$ cat src/rtl/dso100fb_sequencer.sv
// Run-control sequencer for the DSO100 framebuffer pipeline: turns START/STOP
// pulses into ordered fetch/prefill/timing enables and a bounded drain.
module dso100fb_sequencer #(
   parameter int LEVEL_W       = 10,
   parameter int PREFILL_LEVEL = 256,
   parameter int DRAIN_TIMEOUT = 65535
) (
   input  logic               CLK,
   input  logic               RST_N,
   input  logic               START,
   input  logic               STOP,
   output logic               STARTED,
   output logic               STOPPED,
   output logic [1:0]         STATE,
   input  logic [31:0]        CFG_FB_BASE,
   input  logic [31:0]        CFG_FB_END,
   output logic [31:0]        FB_BASE,
   output logic [31:0]        FB_END,
   output logic               FETCH_ENABLE,
   output logic               FETCH_RESTART,
   input  logic               FETCH_IDLE,
   input  logic [LEVEL_W-1:0] FIFO_LEVEL,
   input  logic               FIFO_EMPTY,
   output logic               FIFO_FLUSH,
   output logic               TIMING_ENABLE,
   input  logic               FRAME_END,
   input  logic               PIXEL_REQ,
   output logic               UNDERRUN,
   output logic               DRAIN_TIMEOUT_ERR
);

   localparam logic [1:0] S_IDLE    = 2'd0;
   localparam logic [1:0] S_PREFILL = 2'd1;
   localparam logic [1:0] S_RUNNING = 2'd2;
   localparam logic [1:0] S_DRAIN   = 2'd3;

   // Drain lasts at most DRAIN_TIMEOUT cycles: exit when the count reaches the last one.
   localparam logic [15:0]      DRAIN_LAST  = 16'(DRAIN_TIMEOUT - 1);
   localparam logic [LEVEL_W:0] PREFILL_THR = (LEVEL_W+1)'(PREFILL_LEVEL);

   logic [1:0]  r_state;
   logic        r_stop_pend;
   logic [15:0] r_drain_cnt;
   logic [31:0] r_fb_base;
   logic [31:0] r_fb_end;
   logic        r_started;
   logic        r_stopped;
   logic        r_fetch_en;
   logic        r_restart;
   logic        r_flush;
   logic        r_timing_en;
   logic        r_underrun;
   logic        r_tmo_err;

   logic [1:0]  w_state_nx;
   logic        w_pend_nx;
   logic [15:0] w_cnt_nx;
   logic        w_reload;
   logic        w_restart;
   logic        w_flush;
   logic        w_started;
   logic        w_stopped;
   logic        w_tmo;
   logic        w_underrun;
   logic        w_prefill_ok;

   assign w_prefill_ok = ({1'b0, FIFO_LEVEL} >= PREFILL_THR);
   assign w_underrun   = (r_state == S_RUNNING) && PIXEL_REQ && FIFO_EMPTY;

   always_comb begin
      w_state_nx = r_state;
      w_pend_nx  = r_stop_pend;
      w_cnt_nx   = r_drain_cnt;
      w_reload   = 1'b0;
      w_restart  = 1'b0;
      w_flush    = 1'b0;
      w_started  = 1'b0;
      w_stopped  = 1'b0;
      w_tmo      = 1'b0;
      case (r_state)
         S_IDLE: begin
            w_pend_nx = 1'b0;
            if (START && !STOP) begin
               w_state_nx = S_PREFILL;
               w_reload   = 1'b1;
               w_restart  = 1'b1;
               w_flush    = 1'b1;
            end
         end
         S_PREFILL: begin
            if (STOP) begin
               w_state_nx = S_DRAIN;
               w_cnt_nx   = '0;
               w_pend_nx  = 1'b0;
            end else if (w_prefill_ok) begin
               w_state_nx = S_RUNNING;
               w_started  = 1'b1;
            end
         end
         S_RUNNING: begin
            // A stop is only honoured at a frame boundary so the display never tears.
            if (FRAME_END) begin
               if (STOP || r_stop_pend) begin
                  w_state_nx = S_DRAIN;
                  w_cnt_nx   = '0;
                  w_pend_nx  = 1'b0;
               end else begin
                  w_reload  = 1'b1;
                  w_restart = 1'b1;
               end
            end else if (STOP) begin
               w_pend_nx = 1'b1;
            end
         end
         default: begin
            w_pend_nx = 1'b0;
            w_cnt_nx  = r_drain_cnt + 16'd1;
            if (FETCH_IDLE || (r_drain_cnt == DRAIN_LAST)) begin
               w_state_nx = S_IDLE;
               w_cnt_nx   = '0;
               w_flush    = 1'b1;
               w_stopped  = 1'b1;
               w_tmo      = !FETCH_IDLE;
            end
         end
      endcase
   end

   always_ff @(posedge CLK or negedge RST_N) begin
      if (!RST_N) begin
         r_state     <= S_IDLE;
         r_stop_pend <= 1'b0;
         r_drain_cnt <= '0;
         r_fb_base   <= '0;
         r_fb_end    <= '0;
         r_started   <= 1'b0;
         r_stopped   <= 1'b0;
         r_fetch_en  <= 1'b0;
         r_restart   <= 1'b0;
         r_flush     <= 1'b0;
         r_timing_en <= 1'b0;
         r_underrun  <= 1'b0;
         r_tmo_err   <= 1'b0;
      end else begin
         r_state     <= w_state_nx;
         r_stop_pend <= w_pend_nx;
         r_drain_cnt <= w_cnt_nx;
         r_started   <= w_started;
         r_stopped   <= w_stopped;
         r_fetch_en  <= (w_state_nx == S_PREFILL) || (w_state_nx == S_RUNNING);
         r_restart   <= w_restart;
         r_flush     <= w_flush;
         r_timing_en <= (w_state_nx == S_RUNNING);
         r_underrun  <= w_underrun;
         r_tmo_err   <= w_tmo;
         if (w_reload) begin
            r_fb_base <= CFG_FB_BASE;
            r_fb_end  <= CFG_FB_END;
         end
      end
   end

   assign STATE             = r_state;
   assign STARTED           = r_started;
   assign STOPPED           = r_stopped;
   assign FB_BASE           = r_fb_base;
   assign FB_END            = r_fb_end;
   assign FETCH_ENABLE      = r_fetch_en;
   assign FETCH_RESTART     = r_restart;
   assign FIFO_FLUSH        = r_flush;
   assign TIMING_ENABLE     = r_timing_en;
   assign UNDERRUN          = r_underrun;
   assign DRAIN_TIMEOUT_ERR = r_tmo_err;

endmodule

$ cat config.mk
export PLATFORM = sky130hd
export DESIGN_NAME = dso100fb_sequencer
export DESIGN_NICKNAME = d
export VERILOG_FILES = /design/src/rtl/dso100fb_sequencer.sv
export SDC_FILE = /design/constraint.sdc
export NUM_CORES = 1
export LEC_CHECK = 0
export CAP_MARGIN = 0
export CORE_MARGIN = 10
export CORE_UTILIZATION = 47
export CTS_CLUSTER_SIZE = 12
export DETAILED_ROUTE_END_ITERATION = 8
export HOLD_SLACK_MARGIN = 0.12
export PLACE_DENSITY_LB_ADDON = 0.05
export SLEW_MARGIN = 10
export SYNTH_ARGS = -nofsm -noshare
export SYNTH_HDL_FRONTEND = slang
export SYNTH_SLANG_ARGS = --single-unit
$ cat constraint.sdc
create_clock -name CLK -period 4.6 [get_ports CLK]
set_input_delay 0.92 -clock CLK [delete_from_list [all_inputs] [get_ports CLK]]
set_output_delay 0.92 -clock CLK [all_outputs]
set_load 0.05 [all_outputs]
# Yosys cells after proc, flatten, opt, wreduce, memory -nomap -nowiden

Cells that the tools add are included.

Bits in registers: 91
Bits in latches: 0
RAM bits: 0
Bits in read-only memories: 0
Input bits: 82
Output and inout port bits: 74
Word-level logic and storage cells: 68
Memories kept: 0

Add/sub/neg operators: 1
Multipliers: 0
Divide/modulo/power cells: 0
Order comparisons: 1
Eq/ne operators: 10
Shifts and indexed selects: 0
Muxes and demuxes: 29
Bitwise gates (word level): 1
Reductions and logical operators: 13

Operators by type and width:

| kind                  | number |
|---|---|
| $mux 16               | 4 |
| $pmux 16 s3           | 1 |
| $add 16x1->16 const B | 1 |
| $eq 16x16->1 const B  | 1 |
| $mux 1                | 14 |
| $mux 2                | 6 |
| $ge 10x9->1 const B   | 1 |
| $pmux 1 s2            | 3 |
| $pmux 2 s3            | 1 |
| $eq 2x1->1 const B    | 2 |
| $eq 2x2->1 const B    | 2 |
| $ne 2x2->1 const B    | 2 |
| $reduce_and 4->1      | 1 |
| $logic_and 1x1->1     | 3 |
| $logic_or 1x1->1      | 3 |
| $ne 3x2->1 const B    | 1 |
| $ne 3x3->1 const B    | 1 |
| $reduce_and 3->1      | 1 |
| $reduce_or 3->1       | 1 |
| $logic_not 1->1       | 2 |
| $logic_not 2->1       | 1 |
| $ne 2x1->1 const B    | 1 |
| $reduce_or 2->1       | 1 |
| $not 1->1             | 1 |

# Depth between registers and ports, before layout

Word-level depth: 6
Gate-level depth with buffers: 8
Gate-level depth less buffers: 8

# Least setup slack after synthesis

Ideal clock, no wire load.

Path kind: flip-flop to flip-flop
Start: register r_state[0] (netlist: STATE[0])
End: register r_fb_base[0] (netlist: FB_BASE[0])
Library setup time: 0.125 ns
Arrival time: 2.115 ns
Data required time: 4.475 ns
Setup slack: 2.360 ns
Stages on the path, launching flop included: 9
Path buffers: 2
Period minus slack after synthesis: 2.240 ns
Cells stage by stage: dfrtp_1 -> inv_1 -> ha_1 -> nor2b_1 -> nand2_1 -> a21oi_1 -> buf_4 -> buf_4 -> mux2_2

Cells in the longest elaborated chain, start to end: 2
Elaborated cells between the ends (all ways): 3
Classes of those cells: eq/ne (1); mux (1); reduce/logical (1)

RTL lines:

| element                                              | line | text |
|---|---|---|
| start: declaration                                   | 41   | `logic [1:0] r_state;` |
| start signal: assignment                             | 145  | `r_state <= w_state_nx;` |
| $eq 2x2->1 / $logic_not 2->1 (equally long branches) | 80   | `case (r_state)` |
| $pmux 1 s2 *                                         | 80   |  |
| end signal: assignment                               | 134  | `r_fb_base <= '0;` |
| end signal: assignment                               | 157  | `r_fb_base <= CFG_FB_BASE;` |
| end: declaration                                     | 44   | `logic [31:0] r_fb_base;` |

Mark *: on every way between the ends. The rest lies on a longest branch, timed or not.
A chain may end at the register's enable or synchronous reset.

# Worst setup path after layout

Start: register r_state[0] (netlist: STATE[0])
End: register r_fb_end[14] (netlist: FB_END[14])

Cells in the longest elaborated chain, start to end: 2
Elaborated cells between the ends (all ways): 3
Classes of those cells: eq/ne (1); mux (1); reduce/logical (1)

RTL lines:

| element                                              | line | text |
|---|---|---|
| $eq 2x2->1 / $logic_not 2->1 (equally long branches) | 80   |  |
| $pmux 1 s2 *                                         | 80   |  |
| end signal: assignment                               | 135  | `r_fb_end <= '0;` |
| end signal: assignment                               | 158  | `r_fb_end <= CFG_FB_END;` |
| end: declaration                                     | 45   | `logic [31:0] r_fb_end;` |

Marked as above.

==> metrics.txt <==
top-count cell post-synth dfrtp_1; Die Y-Extent 113 microns; Post-Syn Area ~0.0040 sq mm; Achievable Freq approximately 0.38 GHz; RSZ-0062 raised after global routing no; worst path bufs/invs 2; drt pass-1 iters 4; vias in the first global route 3,012; top cells by count, synth dfrtp_1, mux2_2, inv_1; H-tree depth 3; minimum clock period 2.65 ns; leakage 2.37 nW; Setup TNS 0 ns; worst min path class reg2reg; DP HPWL 7.73 mm; area of the multi-input gates 0.00163 sq mm; Antenna Violating Nets Remaining 0; clk_skew 0.0101 ns; wl on met1 4.54 mm; share of post-route cells with drive strength above 1 between 10% and 20%; fillers 595; P per Cell Area 789 mW/mm^2; Worst VDD drop 411 uV; crit end category register; WL met3 749 microns; ant diodes 0; Routed WL per cell 18.7 microns; sequential area share after synthesis 56.5%; core area 0.00830 sq mm; Via Count about 3,000; clock-pin slew on the worst setup and hold paths 0.09 ns; final WL 10.5 mm; fin cells 560; CTS Sinks 91; gr ovfl total 0; CTS tree yes; overall power 4.57 mW; Critical Path RT 4.83 ns; I/O Buffers 147; CTS Buffer Depth 2; Layout Utilization 69.7%; Die X about 110 microns; vias per cell 5.44; max_cap viols 0; asr flop ratio synth 100%; clk_lat worst skew between 0.3 and 0.4 ns; max incr delay on CP 0.66 ns; Fin. Hold Viols 0; status complete, no violations; Worst-Margin Slew just over 0.8 ns; kind of cell adding the most delay to the critical path buffers and inverters; classification of the worst setup path reg2reg; met2 WL 5.08 mm; uppermost layer routed met5; Root Driver clkbuf_8; Final setup violation count 0; Synth warnings 0; crit path DAT roughly 2.9 ns; Finished Cell Area 0.00578 sq mm; dpl ws 1.63 ns; RD Place Congestion slightly below 0.8; Die ar. 0.0127 sq mm; nets 541; CP startpoint kind register; syn avg cell area 13.2 sq um; crit-path max FO 65; first-pass GRT wire length 16.6 mm; dominant synthesized flop cell dfrtp_1; cell count after synthesis 306; DRC Markers 0; Starting Density between 40% and 50%; crit path cell chain inv_1 > ha_1 > nor2b_1 > nand2_1 > a21oi_4 > buf_4 > mux2_2; antenna violations before repair 1; largest cells by area after synthesis dfrtp_1, mux2_2, mux2_1; FF/Latch Area 0.00228 sq mm; total CTS buffers 9; Post-Place Cells between 500 and 600; Synth area leader dfrtp_1; Final Cycle Share a little under three fifths; Synth top area share between 50% and 60%; Initial DRC Count 231; Post-CTS Setup Repair Bufs 0; IO Pins 156; FP Rows 33; Placed Area around 0.0056 sq mm; area grow syn2layout 43.4%; final worst setup slack between 1.5 and 2 ns; post-synth net total 396; largest net degree at the start of global routing 66; Yosys reg bits 91; all-layer global routing usage approximately 16%; Hold WS roughly 0.49 ns; EDFF count, synth 0; # hold bufs at CTS 0; slowest CP cell buf_4; Max Slew Vio Count 0; synth unique cells 47; relative slew slack 44.7%; post-CTS sizing 0
[area by class of cell]
type,count,area share [%]
repair buffers,149,25.7
multi-input cells,189,28.1
flip-flops and latches,91,39.4
well taps,105,2.27
clock buffers,10,2.38
clock inverters,5,1.47
inverters,11,0.714
[registers in the layout, summed over array words and instances, names as in the netlist]
| name | cells |
|---|---|
| DRAIN_TIMEOUT_ERR | 1 |
| FB_BASE | 32 |
| FB_END | 32 |
| FETCH_ENABLE | 1 |
| FETCH_RESTART | 1 |
| FIFO_FLUSH | 1 |
| STARTED | 1 |
| STATE | 2 |
| STOPPED | 1 |
| TIMING_ENABLE | 1 |
| UNDERRUN | 1 |
| r_drain_cnt | 16 |
| r_stop_pend | 1 |
[power by group]
| part | switching (mW) | total (mW) | internal, mW |
|---|---|---|---|
| combinational | 1.69 | 2.67 | 0.974 |
| clock | 0.283 | 0.605 | 0.322 |
| sequential | 0.165 | 1.29 | 1.13 |
| total | 2.14 | 4.57 | 2.42 |
[path summary, 6_finish.rpt]
path	startpoint	end	slack, ns	cells after the start
setup / recovery	STATE[0]	FB_END[14]	1.95	7
hold / removal	FB_BASE[24]	FB_BASE[24]	0.49	1
setup reg to reg	STATE[0]	FB_END[14]	1.95	7
hold reg to reg	FB_BASE[24]	FB_BASE[24]	0.49	1
max in group asynchronous	RST_N	r_drain_cnt[6]	3.06	2
min in group asynchronous	RST_N	FB_END[27]	0.64	1
[cell usage in the layout (no fill, tap or decap), types with 2 or more instances in the layout]
master / n
a21oi_1: 4
a311oi_1: 4
a31oi_1: 6
a41oi_1: 6
and3_1: 4
and4_1: 5
buf_4: 3
bufinv_16: 2
clkbuf_8: 10
clkdlybuf4s50_1: 146
dfrtp_1: 91
ha_1: 8
inv_1: 11
inv_6: 2
mux2_1: 9
mux2_2: 55
nand2_1: 9
nand2b_1: 6
nand3_1: 9
nand4_1: 8
nor2_1: 10
nor2b_1: 2
nor3_1: 3
o211ai_1: 3
o21a_1: 2
o21ai_0: 6
o221ai_1: 2
o22ai_1: 4
o311ai_0: 2
or3b_1: 4
[cell families after synthesis]
family,count (synthesis),share of synthesized area [%]
DFF,91,56.5
and+or+nand+nor,67,10.2
muxes,64,17.9
AOI/OAI and AO/OA,50,9.56
buffers and inverters,26,3.44
adders and majority gates,8,2.48
[routing by layer]
metal  vias to the layer above  GRT usage, %
li1                       1431             -
met1                      1498          20.2
met2                       102          25.4
met3                        11          4.90
met4                         2          4.99
met5                         -             0
Power figures use the tool's default switching activity.
